$ cat src/rtl/wb_gpio_ctrl_if.sv
// Wishbone slave bus bundle for wb_gpio_ctrl. The signals keep the classic wbs_* pin names,
// so the _i/_o suffixes are seen from the slave side.
interface wb_gpio_ctrl_if;
    logic        wbs_cyc_i;
    logic        wbs_stb_i;
    logic        wbs_we_i;
    logic [3:0]  wbs_sel_i;
    logic [31:0] wbs_adr_i;
    logic [31:0] wbs_dat_i;
    logic        wbs_ack_o;
    logic [31:0] wbs_dat_o;

    modport master (
        output wbs_cyc_i, wbs_stb_i, wbs_we_i, wbs_sel_i, wbs_adr_i, wbs_dat_i,
        input  wbs_ack_o, wbs_dat_o
    );

    modport slave (
        input  wbs_cyc_i, wbs_stb_i, wbs_we_i, wbs_sel_i, wbs_adr_i, wbs_dat_i,
        output wbs_ack_o, wbs_dat_o
    );
endinterface

$ cat src/rtl/wb_gpio_ctrl.sv
// Wishbone GPIO controller: output/enable registers, synchronised inputs and per-pin edge
// interrupts with W1C status and a level irq output.
module wb_gpio_ctrl #(
    parameter int          NUM_IO      = 32,
    parameter logic [31:0] BASE_ADDR   = 32'h3000_0000,
    parameter int          SYNC_STAGES = 2
) (
    input  logic              wb_clk_i,
    input  logic              wb_rst_i,
    wb_gpio_ctrl_if.slave     wbs,
    input  logic [NUM_IO-1:0] io_in,
    output logic [NUM_IO-1:0] io_out,
    output logic [NUM_IO-1:0] io_oeb,
    output logic              irq_o
);

    localparam logic [0:0] ST_IDLE  = 1'b0;
    localparam logic [0:0] ST_ACK   = 1'b1;

    localparam logic [7:0] OFS_DOUT = 8'h00;
    localparam logic [7:0] OFS_OEB  = 8'h04;
    localparam logic [7:0] OFS_DIN  = 8'h08;
    localparam logic [7:0] OFS_EN   = 8'h0C;
    localparam logic [7:0] OFS_STAT = 8'h10;
    localparam logic [7:0] OFS_ESEL = 8'h14;

    function automatic logic [31:0] byte_mask(input logic [3:0] sel_v);
        logic [31:0] m_v;
        m_v = 32'h0;
        for (int b = 0; b < 4; b++) begin
            m_v[8*b +: 8] = {8{sel_v[b]}};
        end
        return m_v;
    endfunction

    function automatic logic [31:0] widen(input logic [NUM_IO-1:0] v);
        logic [31:0] w_v;
        w_v = 32'h0;
        w_v[NUM_IO-1:0] = v;
        return w_v;
    endfunction

    function automatic logic [31:0] merge(input logic [31:0] old_v, input logic [31:0] new_v,
                                          input logic [31:0] mask_v);
        return (old_v & ~mask_v) | (new_v & mask_v);
    endfunction

    logic              state_r;
    logic              ack_r;
    logic [31:0]       dat_r;
    logic              irq_r;
    logic [NUM_IO-1:0] dout_r, oeb_r, en_r, stat_r, esel_r, prev_r;
    logic [NUM_IO-1:0] sync_r [SYNC_STAGES];

    logic              sel_s, commit_s, wr_s;
    logic [7:0]        ofs_s;
    logic [31:0]       bmask_s, rd_data_s, clr_wide_s;
    logic [31:0]       dout_wr_s, oeb_wr_s, en_wr_s, esel_wr_s;
    logic [NUM_IO-1:0] din_s, edge_hit_s, clr_s;

    assign sel_s      = wbs.wbs_cyc_i & wbs.wbs_stb_i & (wbs.wbs_adr_i[31:8] == BASE_ADDR[31:8]);
    assign ofs_s      = wbs.wbs_adr_i[7:0];
    assign commit_s   = sel_s & (state_r == ST_IDLE);
    assign wr_s       = commit_s & wbs.wbs_we_i;
    assign bmask_s    = byte_mask(wbs.wbs_sel_i);
    assign dout_wr_s  = merge(widen(dout_r), wbs.wbs_dat_i, bmask_s);
    assign oeb_wr_s   = merge(widen(oeb_r),  wbs.wbs_dat_i, bmask_s);
    assign en_wr_s    = merge(widen(en_r),   wbs.wbs_dat_i, bmask_s);
    assign esel_wr_s  = merge(widen(esel_r), wbs.wbs_dat_i, bmask_s);
    assign clr_wide_s = wbs.wbs_dat_i & bmask_s;

    // The edge detector looks at the last sync stage against one extra delayed copy.
    assign din_s      = sync_r[SYNC_STAGES-1];
    assign edge_hit_s = (din_s & ~prev_r & ~esel_r) | (~din_s & prev_r & esel_r);

    // W1C clear mask, only during a committed write to the status register
    always_comb begin
        clr_s = {NUM_IO{1'b0}};
        if (wr_s && (ofs_s == OFS_STAT)) begin
            clr_s = clr_wide_s[NUM_IO-1:0];
        end else begin
            clr_s = {NUM_IO{1'b0}};
        end
    end

    // Read mux; unmapped offsets return zero
    always_comb begin
        rd_data_s = 32'h0;
        case (ofs_s)
            OFS_DOUT: rd_data_s = widen(dout_r);
            OFS_OEB:  rd_data_s = widen(oeb_r);
            OFS_DIN:  rd_data_s = widen(din_s);
            OFS_EN:   rd_data_s = widen(en_r);
            OFS_STAT: rd_data_s = widen(stat_r);
            OFS_ESEL: rd_data_s = widen(esel_r);
            default:  rd_data_s = 32'h0;
        endcase
    end

    // Ack FSM: one-cycle ack, then a mandatory idle cycle before the next request
    always_ff @(posedge wb_clk_i) begin
        if (wb_rst_i) begin
            state_r <= ST_IDLE;
            ack_r   <= 1'b0;
            dat_r   <= 32'h0;
        end else begin
            case (state_r)
                ST_IDLE: begin
                    if (sel_s) begin
                        state_r <= ST_ACK;
                        ack_r   <= 1'b1;
                        dat_r   <= rd_data_s;
                    end else begin
                        state_r <= ST_IDLE;
                        ack_r   <= 1'b0;
                        dat_r   <= 32'h0;
                    end
                end
                ST_ACK: begin
                    state_r <= ST_IDLE;
                    ack_r   <= 1'b0;
                    dat_r   <= 32'h0;
                end
                default: begin
                    state_r <= ST_IDLE;
                    ack_r   <= 1'b0;
                    dat_r   <= 32'h0;
                end
            endcase
        end
    end

    // Control registers; an edge in the same cycle as a W1C keeps the status bit set
    always_ff @(posedge wb_clk_i) begin
        if (wb_rst_i) begin
            dout_r <= {NUM_IO{1'b0}};
            oeb_r  <= {NUM_IO{1'b1}};
            en_r   <= {NUM_IO{1'b0}};
            esel_r <= {NUM_IO{1'b0}};
            stat_r <= {NUM_IO{1'b0}};
            irq_r  <= 1'b0;
        end else begin
            if (wr_s) begin
                case (ofs_s)
                    OFS_DOUT: dout_r <= dout_wr_s[NUM_IO-1:0];
                    OFS_OEB:  oeb_r  <= oeb_wr_s[NUM_IO-1:0];
                    OFS_EN:   en_r   <= en_wr_s[NUM_IO-1:0];
                    OFS_ESEL: esel_r <= esel_wr_s[NUM_IO-1:0];
                    default: begin
                    end
                endcase
            end
            stat_r <= (stat_r & ~clr_s) | edge_hit_s;
            irq_r  <= |(stat_r & en_r);
        end
    end

    // Input synchroniser and edge-history flops
    always_ff @(posedge wb_clk_i) begin
        if (wb_rst_i) begin
            for (int i = 0; i < SYNC_STAGES; i++) begin
                sync_r[i] <= {NUM_IO{1'b0}};
            end
            prev_r <= {NUM_IO{1'b0}};
        end else begin
            sync_r[0] <= io_in;
            for (int i = 1; i < SYNC_STAGES; i++) begin
                sync_r[i] <= sync_r[i-1];
            end
            prev_r <= din_s;
        end
    end

    assign wbs.wbs_ack_o = ack_r;
    assign wbs.wbs_dat_o = dat_r;
    assign io_out        = dout_r;
    assign io_oeb        = oeb_r;
    assign irq_o         = irq_r;

endmodule

$ cat src/flat_wrapper.sv
// flat-port wrapper written by rule: the top's interface ports become plain ports
module wb_gpio_ctrl_flat 
#(
    parameter int          NUM_IO      = 32,
    parameter logic [31:0] BASE_ADDR   = 32'h3000_0000,
    parameter int          SYNC_STAGES = 2
)
  (wb_clk_i, wb_rst_i, io_in, io_out, io_oeb, irq_o, wbs_wbs_cyc_i, wbs_wbs_stb_i, wbs_wbs_we_i, wbs_wbs_sel_i, wbs_wbs_adr_i, wbs_wbs_dat_i, wbs_wbs_ack_o, wbs_wbs_dat_o);
  wb_gpio_ctrl_if wbs_i ();
  input  logic wb_clk_i;
  input  logic wb_rst_i;
  input  logic [NUM_IO-1:0] io_in;
  output logic [NUM_IO-1:0] io_out;
  output logic [NUM_IO-1:0] io_oeb;
  output logic irq_o;
  input wire logic [$bits(wbs_i.wbs_cyc_i)-1:0] wbs_wbs_cyc_i;
  input wire logic [$bits(wbs_i.wbs_stb_i)-1:0] wbs_wbs_stb_i;
  input wire logic [$bits(wbs_i.wbs_we_i)-1:0] wbs_wbs_we_i;
  input wire logic [$bits(wbs_i.wbs_sel_i)-1:0] wbs_wbs_sel_i;
  input wire logic [$bits(wbs_i.wbs_adr_i)-1:0] wbs_wbs_adr_i;
  input wire logic [$bits(wbs_i.wbs_dat_i)-1:0] wbs_wbs_dat_i;
  output wire logic [$bits(wbs_i.wbs_ack_o)-1:0] wbs_wbs_ack_o;
  output wire logic [$bits(wbs_i.wbs_dat_o)-1:0] wbs_wbs_dat_o;
  assign wbs_i.wbs_cyc_i = wbs_wbs_cyc_i;
  assign wbs_i.wbs_stb_i = wbs_wbs_stb_i;
  assign wbs_i.wbs_we_i = wbs_wbs_we_i;
  assign wbs_i.wbs_sel_i = wbs_wbs_sel_i;
  assign wbs_i.wbs_adr_i = wbs_wbs_adr_i;
  assign wbs_i.wbs_dat_i = wbs_wbs_dat_i;
  assign wbs_wbs_ack_o = wbs_i.wbs_ack_o;
  assign wbs_wbs_dat_o = wbs_i.wbs_dat_o;
  wb_gpio_ctrl #(.NUM_IO(NUM_IO), .BASE_ADDR(BASE_ADDR), .SYNC_STAGES(SYNC_STAGES)) u_core (.wb_clk_i(wb_clk_i), .wb_rst_i(wb_rst_i), .wbs(wbs_i), .io_in(io_in), .io_out(io_out), .io_oeb(io_oeb), .irq_o(irq_o));
endmodule
$ cat config.mk
export PLATFORM = sky130hd
export DESIGN_NAME = wb_gpio_ctrl_flat
export DESIGN_NICKNAME = d
export VERILOG_FILES = /design/src/rtl/wb_gpio_ctrl_if.sv /design/src/rtl/wb_gpio_ctrl.sv /design/src/flat_wrapper.sv
export SDC_FILE = /design/constraint.sdc
export NUM_CORES = 1
export LEC_CHECK = 0
export ABC_AREA = 1
export BUFFER_PORTS_ARGS = -buffer_cell sky130_fd_sc_hd__buf_4
export CAP_MARGIN = 25
export CORE_MARGIN = 1.5
export CORE_UTILIZATION = 35
export DETAILED_ROUTE_END_ITERATION = 16
export GPL_ROUTABILITY_DRIVEN = 0
export HOLD_SLACK_MARGIN = 0.05
export SYNTH_ARGS = -nofsm -noshare
export SYNTH_HDL_FRONTEND = slang
export SYNTH_SLANG_ARGS = --single-unit
$ cat constraint.sdc
create_clock -name wb_clk_i -period 2.13 [get_ports wb_clk_i]
set_input_delay 0.213 -clock wb_clk_i [delete_from_list [all_inputs] [get_ports wb_clk_i]]
set_output_delay 0.213 -clock wb_clk_i [all_outputs]
set_load 0.02 [all_outputs]
After elaboration in Yosys (flattened, before gate mapping)

Memories as Yosys holds them, arrays and structs flattened.
Index checks and enable logic that the tools add are counted.
Widths: inputs -> output; s select.

Equality and inequality tests: 6
Multipliers: 0
Shifts and indexed selects: 0
$add $sub $neg: 0
Mux-type cells: 11
Bitwise logic cells: 29
Reduce and logical (&&, ||, !) cells: 7
Order comparisons: 0
Div/mod/pow operators: 0

Operators with widths:

| kind                 | count |
|---|---|
| $and 32x32->32       | 11 |
| $or 32x32->32        | 6 |
| $pmux 32 s6          | 1 |
| $not 32->32          | 5 |
| $mux 32              | 4 |
| $pmux 32 s2          | 1 |
| $reduce_or 32->1     | 1 |
| $eq 24x22->1 const B | 1 |
| $eq 8x4->1 const B   | 2 |
| $eq 8x5->1 const B   | 2 |
| $eq 8x3->1 const B   | 1 |
| $logic_not 8->1      | 1 |
| $reduce_and 2->1     | 4 |
| $and 1x1->1          | 4 |
| $mux 1               | 4 |
| $or 1x1->1           | 2 |
| $pmux 1 s2           | 1 |
| $logic_and 1x1->1    | 1 |
| $not 1->1            | 1 |

Word-level logic and storage cells: 63
Output and inout port bits: 98
Memory bits (read-only): 0
Memories kept: 1
Flip-flop bits (word level): 226
Input port bits: 105
RAM bits: 64
Bits in latches: 0

Memories:

| name          | words | bits a word | read ports | clocked after Yosys merged registers in | wr ports | RTL line           | RTL |
|---|---|---|---|---|---|---|---|
| u_core.sync_r | 2     | 32          | 2          | 0                                       | 2        | wb_gpio_ctrl.sv:53 | `logic [NUM_IO-1:0] sync_r [SYNC_STAGES];` |

Logic depth before layout (Yosys ltp)

Gate-level depths: netlist (run 1).

Depth in word-level cells: 9
Gate-level depth with buffers: 12
Gate-level depth less buffers: 11

Least setup slack after synthesis (run 1)

Ideal clock, no wire load.

Path kind: flip-flop to flip-flop
From: register u_core.state_r
To: register (tool-made name)
Path slack: 0.554 ns
Data required time: 2.016 ns
Buffers on the path: 2
Data arrival time: 1.462 ns
Cell stages (with the launch flop): 9
Path through: dfxtp_1 nor2_1 nand3_2 nor2_8 buf_6 nand4_4 buf_2 o21bai_1 nor2_1

RTL lines:

| what                     | RTL line            | RTL |
|---|---|---|
| start: declaration       | wb_gpio_ctrl.sv:48  | `logic state_r;` |
| start signal: assignment | wb_gpio_ctrl.sv:103 | `state_r <= ST_IDLE;` |
| start signal: assignment | wb_gpio_ctrl.sv:110 | `state_r <= ST_ACK;` |
| start signal: assignment | wb_gpio_ctrl.sv:114 | `state_r <= ST_IDLE;` |

==> results of run 1 <==
==> cells in the mapped netlist (all sizes together), types with 27 or more instances <==
library cell  count  share of area [%]
clkbuf           55                1.6
buf              29                1.4
nor3             27                1.2
inv             373                 11
nand3           108                4.3
nor2            250                7.8
nand4            45                2.9
nand2           345                 10
o21bai           96                5.7
a21oi            41                1.6
o21ai           122                4.8
dfxtp           290                 46
==> kinds of logic (layout without fill, tap and decap cells) <==
logic type / after synthesis / in the layout / share of synthesized area, %
AND/OR/NAND/NOR: 777 / 777 / 26.6
flip-flops: 290 / 290 / 46.1
AO/OA/AOI/OAI: 274 / 274 / 13.1
buffers and inverters: 458 / 747 / 14.2
==> area by class of cell <==
class                   count  area (um2)  share of cell area, %
flip-flops and latches    290        5810                   35.0
multi-input cells        1051        5010                   30.3
repair buffers            314        2600                   15.7
inverters                 374        1400                   8.47
clock buffers              55        1100                   6.66
well taps                 461         577                   3.48
clock inverters             4        70.1                  0.423
==> power by group <==
group | total [mW] | leakage, nW | switching, mW | internal [mW]
Sequential | 5.59 | 2.36 | 0.0589 | 5.53
Combinational | 0.722 | 4.46 | 0.369 | 0.353
Clock | 5.98 | 0.579 | 2.21 | 3.77
Total | 12.3 | 7.40 | 2.64 | 9.66
==> worst min-delay path, delay by kind of cell <==
family	cells	cell delay [ns]
buf+inv	1	0.20
simple gates	2	0.17
==> metrics by stage <==
step | utilization, % | area (um2) | worst slack [ns] | hold WS (ns)
final | 46.7 | 16600 | 0.295 | 0.123
after global routing | 46.7 | 16600 | 0.138 | 0.136
after CTS | 46.7 | 16600 | 0.311 | 0.112
after detailed placement | 41.4 | 14700 | 0.135 | 0.395
after global placement | 41.4 | 14700 | 0.108 | 0.394
after floorplan | - | 12600 | 0.554 | 0.320
==> routing by layer <==
layer | vias up | wire [um] | part of all wire [%]
met3 | 51 | 2180 | 5.9
li1 | 6065 | - | -
met5 | - | 8 | 0.022
met1 | 5363 | 16800 | 46
met4 | 2 | 796 | 2.2
met2 | 306 | 17000 | 46
==> cell usage in the layout, fill, tap and decap left out, drive strengths merged <==
master / synthesis / final
buf: 29 / 245
nand4: 45 / 45
clkbuf: 55 / 55
dfxtp: 290 / 290
and3: 1 / 1
nor3: 27 / 27
nand2: 345 / 345
o21ai: 122 / 122
dlygate4sd3: 0 / 69
o21bai: 96 / 96
clkinv: 1 / 3
a21oi: 41 / 41
nand3b: 1 / 1
o22ai: 5 / 5
nor2: 250 / 250
a221oi: 5 / 5
inv: 373 / 373
nand3: 108 / 108
a22o: 5 / 5
bufinv: 0 / 2
==> timing repair <==
action | in CTS | in global routing
setup buffers | 0 | 0
endpoints found under the hold margin | 171 | 0
hold buffers | 69 | 0
==> worst max path at each step <==
stage / endpoint / slack, ns / cells after the start
global route: flop / 0.14 / 8
floorplan: flop / 0.55 / 8
CTS: flop / 0.31 / 8
finish: flop / 0.29 / 8
detailed placement: u_core.wbs.wbs_dat_o[17] / 0.14 / 9
global placement: u_core.wbs.wbs_dat_o[17] / 0.11 / 9
==> metrics.md, run 1 <==
| Metric | Value |
|---|---|
| CP endpoint kind | flop |
| Peak VDD IR | 0.510 mV |
| Final setup vio count | 0 |
| Total track usage | 19.7% |
| GRT met2 Usage | 33.1% |
| CP top delay family | simple AND/OR/NAND/NOR gates |
| Placed cells | 2,421 |
| ANT nets after route | 0 |
| Pin count of the biggest net entering global routing | 92 |
| Routed WL per cell | 14.4 um |
| Worst reg2reg startpoint | u_core.state_r |
| Vias per cell | 4.62 |
| Layout cells sized above 1 | 15.0% |
| Vias in the first global route | 11,200 |
| Max-slew violation count | 0 |
| Status | finished clean |
| Total power | 12.3 mW |
| First-pass iteration count of the detailed router | 5 |
| # rows | 69 |
| Slew HR | 71.5% |
| Number of diodes | 0 |
| Worst-path cell chain | nor2_1, nand3_2, nor2_8, nand2_1, nor2_4, nand2_1, nand2_1, nand3_1 |
| I/O pin cnt | 203 |
| Worst setup path start | u_core.state_r |
| Fin Setup TNS | 0 ns |
| Minimum clock period | 1.84 ns |
| CTS tree | yes |
| Mapped Area | 12,600 um2 |
| Final net count | 2,170 |
| HP Class | in -> reg |
| Final period utilization | 86.2% |
| Synth Instances | 1,799 |
| Synth Warn # | 0 |
| DPL Wire Length | 24.8 mm |
| FMAX | 0.545 GHz |
| R2r setup slk | 0.29 ns |
| Initial core utilization | 35.5% |
| Busiest grt layer | met2 |
| Clock Tree Root | clkbuf_16 |
| Residual DRC count | 0 |
| MaxCap Viol Count | 0 |
| Critical Path Start Type | flop |
| Synth Net Count | 1,904 |
| WP data arrival | 2.22 ns |
| Number of DRC markers in iteration 0 | 883 |
| Average cell area after synthesis | 7.00 um2 |
| Clock Tree Buf Depth | 3 |
| Worst-Margin Slew | 0.428 ns |
| Fraction of the yosys area taken by sequential cells | 46.1% |
| Worst-skew pair later-pin latency | 0.51 ns |
| Clock Pin Slew Worst Setup and Hold Paths | 0.06 ns |
| Num CTS Buffers | 34 |
| EDFF count, synth | 0 |
| Wire length after detailed routing | 36.7 mm |
| Critical Path Max Stage Delay | 0.35 ns |
| CTS-repair resized insts | 0 |
| Initial antenna violation count | 1 |
| R2R depth | 8 |
| Critical path data required time | 2.51 ns |
| CP most frequent cell | nand2_1 |
| Synth-to-layout area growth | 31.6% |
| Die ar. | 37,100 um2 |
| Fillcell total | 3,576 |
| Hold_sp | wbs_wbs_sel_i[2] |
| CP Max Fanout | 11 |
| Die width | 193 um |
| P_leak | 7.40 nW |
| Crit Path Category | reg -> reg |
| Unrepaired setup endpoints after global routing | no |
| Yosys reg bits | 290 |
| M3 GR Usage | 3.55% |
| Power per cell area | 742 nW/um2 |
| Die Span Y | 193 um |
| Clock skew | 0.0139 ns |
| H-tree depth | 2 |
| CP max-delay cell | nand2_1 |
| Synth Flop Type | dfxtp_1 |
| Layout Cells excl Fill | 2,549 |
| WP buf/inv | 0 |
| Worst Hold Depth | 3 |
| CTS sink cnt | 290 |
| Final hold vios | 0 |
| Unique masters post-synth | 29 |
| Core area | 35,500 um2 |
| GR Overflow Total | 0 |
| Vias | 11,800 |
| Met1 Usage GRT | 25.6% |
| IO Port Bufs | 202 |
| First-pass GRT wire length | 58.0 mm |
| FFs w/ async S/R, synth | 0% |
Note: power is estimated with default switching activity, not from simulation.
==> run 2, diff against run 1 <==
--- a/config.mk
+++ b/config.mk
@@ -8,8 +8,10 @@
 export ABC_AREA = 1
 export BUFFER_PORTS_ARGS = -buffer_cell sky130_fd_sc_hd__buf_4
 export CAP_MARGIN = 25
+export CORE_ASPECT_RATIO = 1.1
 export CORE_MARGIN = 1.5
 export CORE_UTILIZATION = 35
+export CTS_CLUSTER_DIAMETER = 60
 export DETAILED_ROUTE_END_ITERATION = 16
 export GPL_ROUTABILITY_DRIVEN = 0
 export HOLD_SLACK_MARGIN = 0.05
==> run 2 against run 1 <==
Effect of this change: sequential share of layout area is 0.18 points lower; utilization is 0.47 points higher; register-to-register slack hardly changed; count of clock-buffer cells in the layout is 15 lower; routed wire length is 2.6% higher; clock skew is 0.0072 ns higher; flip-flop and latch count stayed put.
==> metrics.md, run 2 (synthesis results as in run 1) <==
| Metric | Value |
|---|---|
| CP most frequent cell | nand2_1 |
| Clock group share of total power | 49.1% |
| Pint | 9.74 mW |
| Clock Tree Buf Depth | 3 |
| Switching Fraction | 21.5% |
| Final period utilization | 85.9% |
| Number of DRC markers in iteration 0 | 715 |
| I/O pin cnt | 203 |
| Initial core utilization | 35.7% |
| Routed WL per cell | 14.7 um |
| Final setup vio count | 0 |
| Power per cell area | 745 nW/um2 |
| R2R depth | 8 |
| FMAX | 0.546 GHz |
| Hold_sp | wbs_wbs_sel_i[1] |
| WP buf/inv | 0 |
| Vias | 11,900 |
| Initial antenna violation count | 0 |
| Final hold vios | 0 |
| Critical Path Start Type | flop |
| H-tree depth | 1 |
| Num CTS Buffers | 30 |
| MaxCap Viol Count | 0 |
| Unrepaired setup endpoints after global routing | no |
| Psw | 2.67 mW |
| Status | finished clean |
| CP top delay family | simple AND/OR/NAND/NOR gates |
| Worst-path cell chain | nor2_1, nand3_2, nor2_8, nand2_1, nor2_4, nand2_1, nand2_1, nand3_1 |
| CTS-repair resized insts | 0 |
| Setup bufs post-CTS | 0 |
| Total track usage | 20.4% |
| P_leak | 7.44 nW |
| R2r setup slk | 0.30 ns |
| CP endpoint kind | flop |
| Worst Hold Depth | 3 |
| IO Port Bufs | 202 |
| WP data arrival | 2.29 ns |
| Peak VDD IR | 0.551 mV |
| Max-slew violation count | 0 |
| Worst-Margin Slew | 0.453 ns |
| Worst-skew pair later-pin latency | 0.57 ns |
| Minimum clock period | 1.83 ns |
| Total power | 12.4 mW |
| CTS sink cnt | 290 |
| ANT nets after route | 0 |
| Number of diodes | 0 |
| Vias per cell | 4.64 |
| Fin Setup TNS | 0 ns |
| HP Class | in -> reg |
| CP max-delay cell | nand2_1 |
| Clock Pin Slew Worst Setup and Hold Paths | 0.06 ns |
| Die Span Y | 202 um |
| Clock Tree Root | clkbuf_16 |
| Logic pwr share | 5.9% |
| Crit Path Category | reg -> reg |
| Die width | 184 um |
| Residual DRC count | 0 |
| Commonest non-fill, non-tap cell in the layout | inv_1 |
| Share of power burned in registers | 45.0% |
| Slew HR | 69.8% |
| Critical Path Max Stage Delay | 0.32 ns |
| CP Max Fanout | 8 |
| Post-CTS Hold Buffers | 73 |
| Die ar. | 37,100 um2 |
| Worst reg2reg startpoint | u_core.state_r |
| Vias in the first global route | 11,600 |
| Critical path data required time | 2.59 ns |
| Clock skew | 0.0211 ns |
| Layout cells sized above 1 | 15.2% |
| # rows | 72 |
| GR Overflow Total | 0 |
| DPL Wire Length | 25.0 mm |
| Wire length after detailed routing | 37.7 mm |
| Core area | 35,300 um2 |
| Pin count of the biggest net entering global routing | 97 |
| First-pass GRT wire length | 60.3 mm |
| First-pass iteration count of the detailed router | 5 |
| Synth-to-layout area growth | 32.3% |
| CTS tree | yes |
| Most frequent cells in the layout | inv_1, nand2_1, dfxtp_1, nor2_1, buf_4 |
| Final net count | 2,171 |
run 2: changes by cell type in the layout (fill, tap and decap cells not counted), sizes merged:
cell / change
bufinv: +6
buf: +1
clkinv: +6
clkbuf: -15
dlygate4sd3: +4
run 2: per-layer routing:
metal / up-vias / part of all wire (%) / GRT usage (%)
li1: 6070 / - / -
met1: 5505 / 44 / 25.7
met2: 311 / 49 / 35.5
met3: 54 / 4.9 / 2.97
met4: 0 / 2.5 / 6.65
met5: - / 0 / 0
run 2: worst max-delay path by stage:
stage	startpoint	end	slack [ns]	depth (start not counted)
floorplan	u_core.state_r	flop	0.55	8
global placement	wbs_wbs_adr_i[7]	flop	0.14	9
detailed placement	wbs_wbs_adr_i[7]	flop	0.08	9
CTS	u_core.state_r	flop	0.28	8
global route	u_core.state_r	flop	0.13	8
finish	u_core.state_r	flop	0.30	8
run 2: per-stage QoR:
| stage | cells | worst slack [ns] | utilization [%] | instance area (um2) | hold slack (ns) |
|---|---|---|---|---|---|
| after detailed placement | 2442 | 0.0815 | 41.8 | 14800 | 0.393 |
| after floorplan | 1799 | 0.554 | - | 12600 | 0.320 |
| after global placement | 2442 | 0.141 | 41.8 | 14800 | 0.392 |
| final | 2571 | 0.300 | 47.2 | 16700 | 0.0721 |
| after global routing | 2571 | 0.134 | 47.2 | 16700 | 0.0719 |
| after CTS | 2571 | 0.284 | 47.2 | 16700 | 0.0547 |
run 2: cell type report:
cell class	count	area (um2)
clock inverter	16	284
inverter	374	1400
clock buffer	40	880
tap	481	602
fill	3615	18700
multi-input combinational	1051	5010
sequential	290	5810
timing repair buffer	319	2670
run 2: tightest hold or removal path, stage by stage:
cell and delay, ns:
buf_4 0.20, nand3_1 0.11, nand3_1 0.07
run 2: power by group through the flow:
stage | sequential [mW] | combinational [mW] | clock (mW)
3_3_place_gp | 5.71 | 0.615 | 0
2_1_floorplan | 5.69 | 0.328 | 0
6_report | 5.59 | 0.732 | 6.09
5_1_grt | 5.60 | 0.816 | 6.45
3_5_place_dp | 5.71 | 0.623 | 0
4_1_cts | 5.59 | 0.731 | 6.22
==> run 3, diff against run 2 <==
--- a/config.mk
+++ b/config.mk
@@ -11,6 +11,7 @@
 export CORE_ASPECT_RATIO = 1.1
 export CORE_MARGIN = 1.5
 export CORE_UTILIZATION = 35
+export CTS_BUF_LIST = sky130_fd_sc_hd__clkbuf_8 sky130_fd_sc_hd__clkbuf_16
 export CTS_CLUSTER_DIAMETER = 60
 export DETAILED_ROUTE_END_ITERATION = 16
 export GPL_ROUTABILITY_DRIVEN = 0
@@ -18,3 +19,4 @@
 export SYNTH_ARGS = -nofsm -noshare
 export SYNTH_HDL_FRONTEND = slang
 export SYNTH_SLANG_ARGS = --single-unit
+export TNS_END_PERCENT = 30
==> run 3 against run 2 <==
Effect of this change: count of clock-buffer cells in the layout is 2 lower; sequential power hardly changed; first-iteration DRC count is 0.42% lower; maximum frequency hardly changed; combinational power hardly changed; largest power group unchanged.
==> metrics.md, run 3 (synthesis results as in run 1) <==
| Metric | Value |
|---|---|
| Met2 Routed Length | 18.3 mm |
| GR Overflow Total | 0 |
| Die Span Y | 202 um |
| Max layer used | met4 |
| Initial core utilization | 35.7% |
| Number of diodes | 0 |
| Multi-input logic area | 5010 um2 |
| Most frequent cells in the layout | inv_1, nand2_1, dfxtp_1, nor2_1, buf_4 |
| CP endpoint kind | flop |
| Logic pwr share | 5.9% |
| Slew HR | 70.3% |
| Clock Pin Slew Worst Setup and Hold Paths | 0.06 ns |
| I/O pin cnt | 203 |
| H-tree depth | 1 |
| CTS tree | yes |
| Initial antenna violation count | 0 |
| WP data arrival | 2.29 ns |
| Vias | 12,000 |
| Vias per cell | 4.65 |
| Synth-to-layout area growth | 32.3% |
| Status | finished clean |
| CTS sink cnt | 290 |
| Critical Path Start Type | flop |
| Clock Tree Root | clkbuf_16 |
| Crit Path Category | reg -> reg |
| Switching Fraction | 21.5% |
| Setup bufs post-CTS | 0 |
| Met3 routed WL | 1.86 mm |
| DPL Wire Length | 25.0 mm |
| Clock group share of total power | 49.0% |
| Final period utilization | 85.9% |
| Layout Cells excl Fill | 2,571 |
| Power per cell area | 744 nW/um2 |
| Wire length after detailed routing | 37.7 mm |
| Fillcell total | 3,615 |
| Num CTS Buffers | 30 |
| Worst Hold Depth | 3 |
| Pint | 9.73 mW |
| Pin count of the biggest net entering global routing | 97 |
| First-pass iteration count of the detailed router | 5 |
| Placement Cell Area | 14,800 um2 |
| Post-CTS Hold Buffers | 73 |
| Peak VDD IR | 0.551 mV |
| FMAX | 0.547 GHz |
| First-pass GRT wire length | 60.3 mm |
| Final net count | 2,171 |
| Clock Tree Buf Depth | 3 |
| Routed WL per cell | 14.7 um |
| Critical path data required time | 2.59 ns |
| Share of power burned in registers | 45.1% |
| Cell area after layout | 16,700 um2 |
| Share of the core filled with cells | 47.2% |
| # rows | 72 |
| Die width | 184 um |
| Core area | 35,300 um2 |
| Unrepaired setup endpoints after global routing | no |
| Layout cells sized above 1 | 15.2% |
| Max-slew violation count | 0 |
| Placed cells | 2,442 |
| HP Class | in -> reg |
| Psw | 2.67 mW |
| Minimum clock period | 1.83 ns |
| MaxCap Viol Count | 0 |
| Number of DRC markers in iteration 0 | 712 |
| Final setup vio count | 0 |
| Final hold vios | 0 |
| IO Port Bufs | 202 |
| Worst-skew pair later-pin latency | 0.57 ns |
| Fin Setup TNS | 0 ns |
| CP Max Fanout | 8 |
| P_leak | 7.45 nW |
| Commonest non-fill, non-tap cell in the layout | inv_1 |
| Vias in the first global route | 11,600 |
| ANT nets after route | 0 |
| Total track usage | 20.4% |
| Residual DRC count | 0 |
| Clock skew | 0.0215 ns |
| R2R depth | 8 |
| Met1 wire length | 16.6 mm |
| CTS-repair resized insts | 0 |
| Die ar. | 37,100 um2 |
| Register Area | 5810 um2 |
| Worst-Margin Slew | 0.446 ns |
-- run 3: power groups by stage --
| stage | combinational, mW | sequential, mW | clock, mW |
|---|---|---|---|
| 2_1_floorplan | 0.328 | 5.69 | 0 |
| 3_3_place_gp | 0.615 | 5.71 | 0 |
| 3_5_place_dp | 0.623 | 5.71 | 0 |
| 4_1_cts | 0.731 | 5.59 | 6.21 |
| 5_1_grt | 0.816 | 5.60 | 6.44 |
| 6_report | 0.732 | 5.59 | 6.08 |
-- run 3: worst paths after layout --
kind                                           start                   end  slack [ns]
worst max-delay path                  u_core.state_r                  flop        0.30
worst min-delay path                wbs_wbs_sel_i[1]                  flop        0.07
worst max register to register        u_core.state_r                  flop        0.30
worst min register to register  u_core.sync_r[0][11]  u_core.sync_r[0][43]        0.40
-- run 3: worst max-delay path: stages, from the launching register on --
cell,delay (ns)
dfxtp_1,0.31
nor2_1,0.12
nand3_2,0.14
nor2_8,0.24
nand2_1,0.12
nor2_4,0.24
nand2_1,0.32
nand2_1,0.16
nand3_1,0.07
-- run 3: per-layer routing --
layer	vias up	track usage, %
met3	54	2.97
met4	0	6.65
met2	315	35.5
li1	6070	-
met5	-	0
met1	5523	25.7
-- run 3: through the flow --
| stage | power (mW) | worst slack (ns) | hold WS, ns |
|---|---|---|---|
| after floorplan | 6.02 | 0.554 | 0.320 |
| after global placement | 6.32 | 0.141 | 0.392 |
| after detailed placement | 6.33 | 0.0815 | 0.393 |
| after CTS | 12.5 | 0.284 | 0.0547 |
| after global routing | 12.9 | 0.134 | 0.0719 |
| final | 12.4 | 0.301 | 0.0728 |
-- run 3: area by class of cell --
| cell class | count | share of cell area (%) |
|---|---|---|
| tap | 481 | 3.61 |
| clock inverter | 18 | 1.75 |
| inverter | 374 | 8.43 |
| timing repair buffer | 319 | 16.0 |
| clock buffer | 38 | 5.24 |
| multi-input combinational | 1051 | 30.1 |
| sequential | 290 | 34.9 |
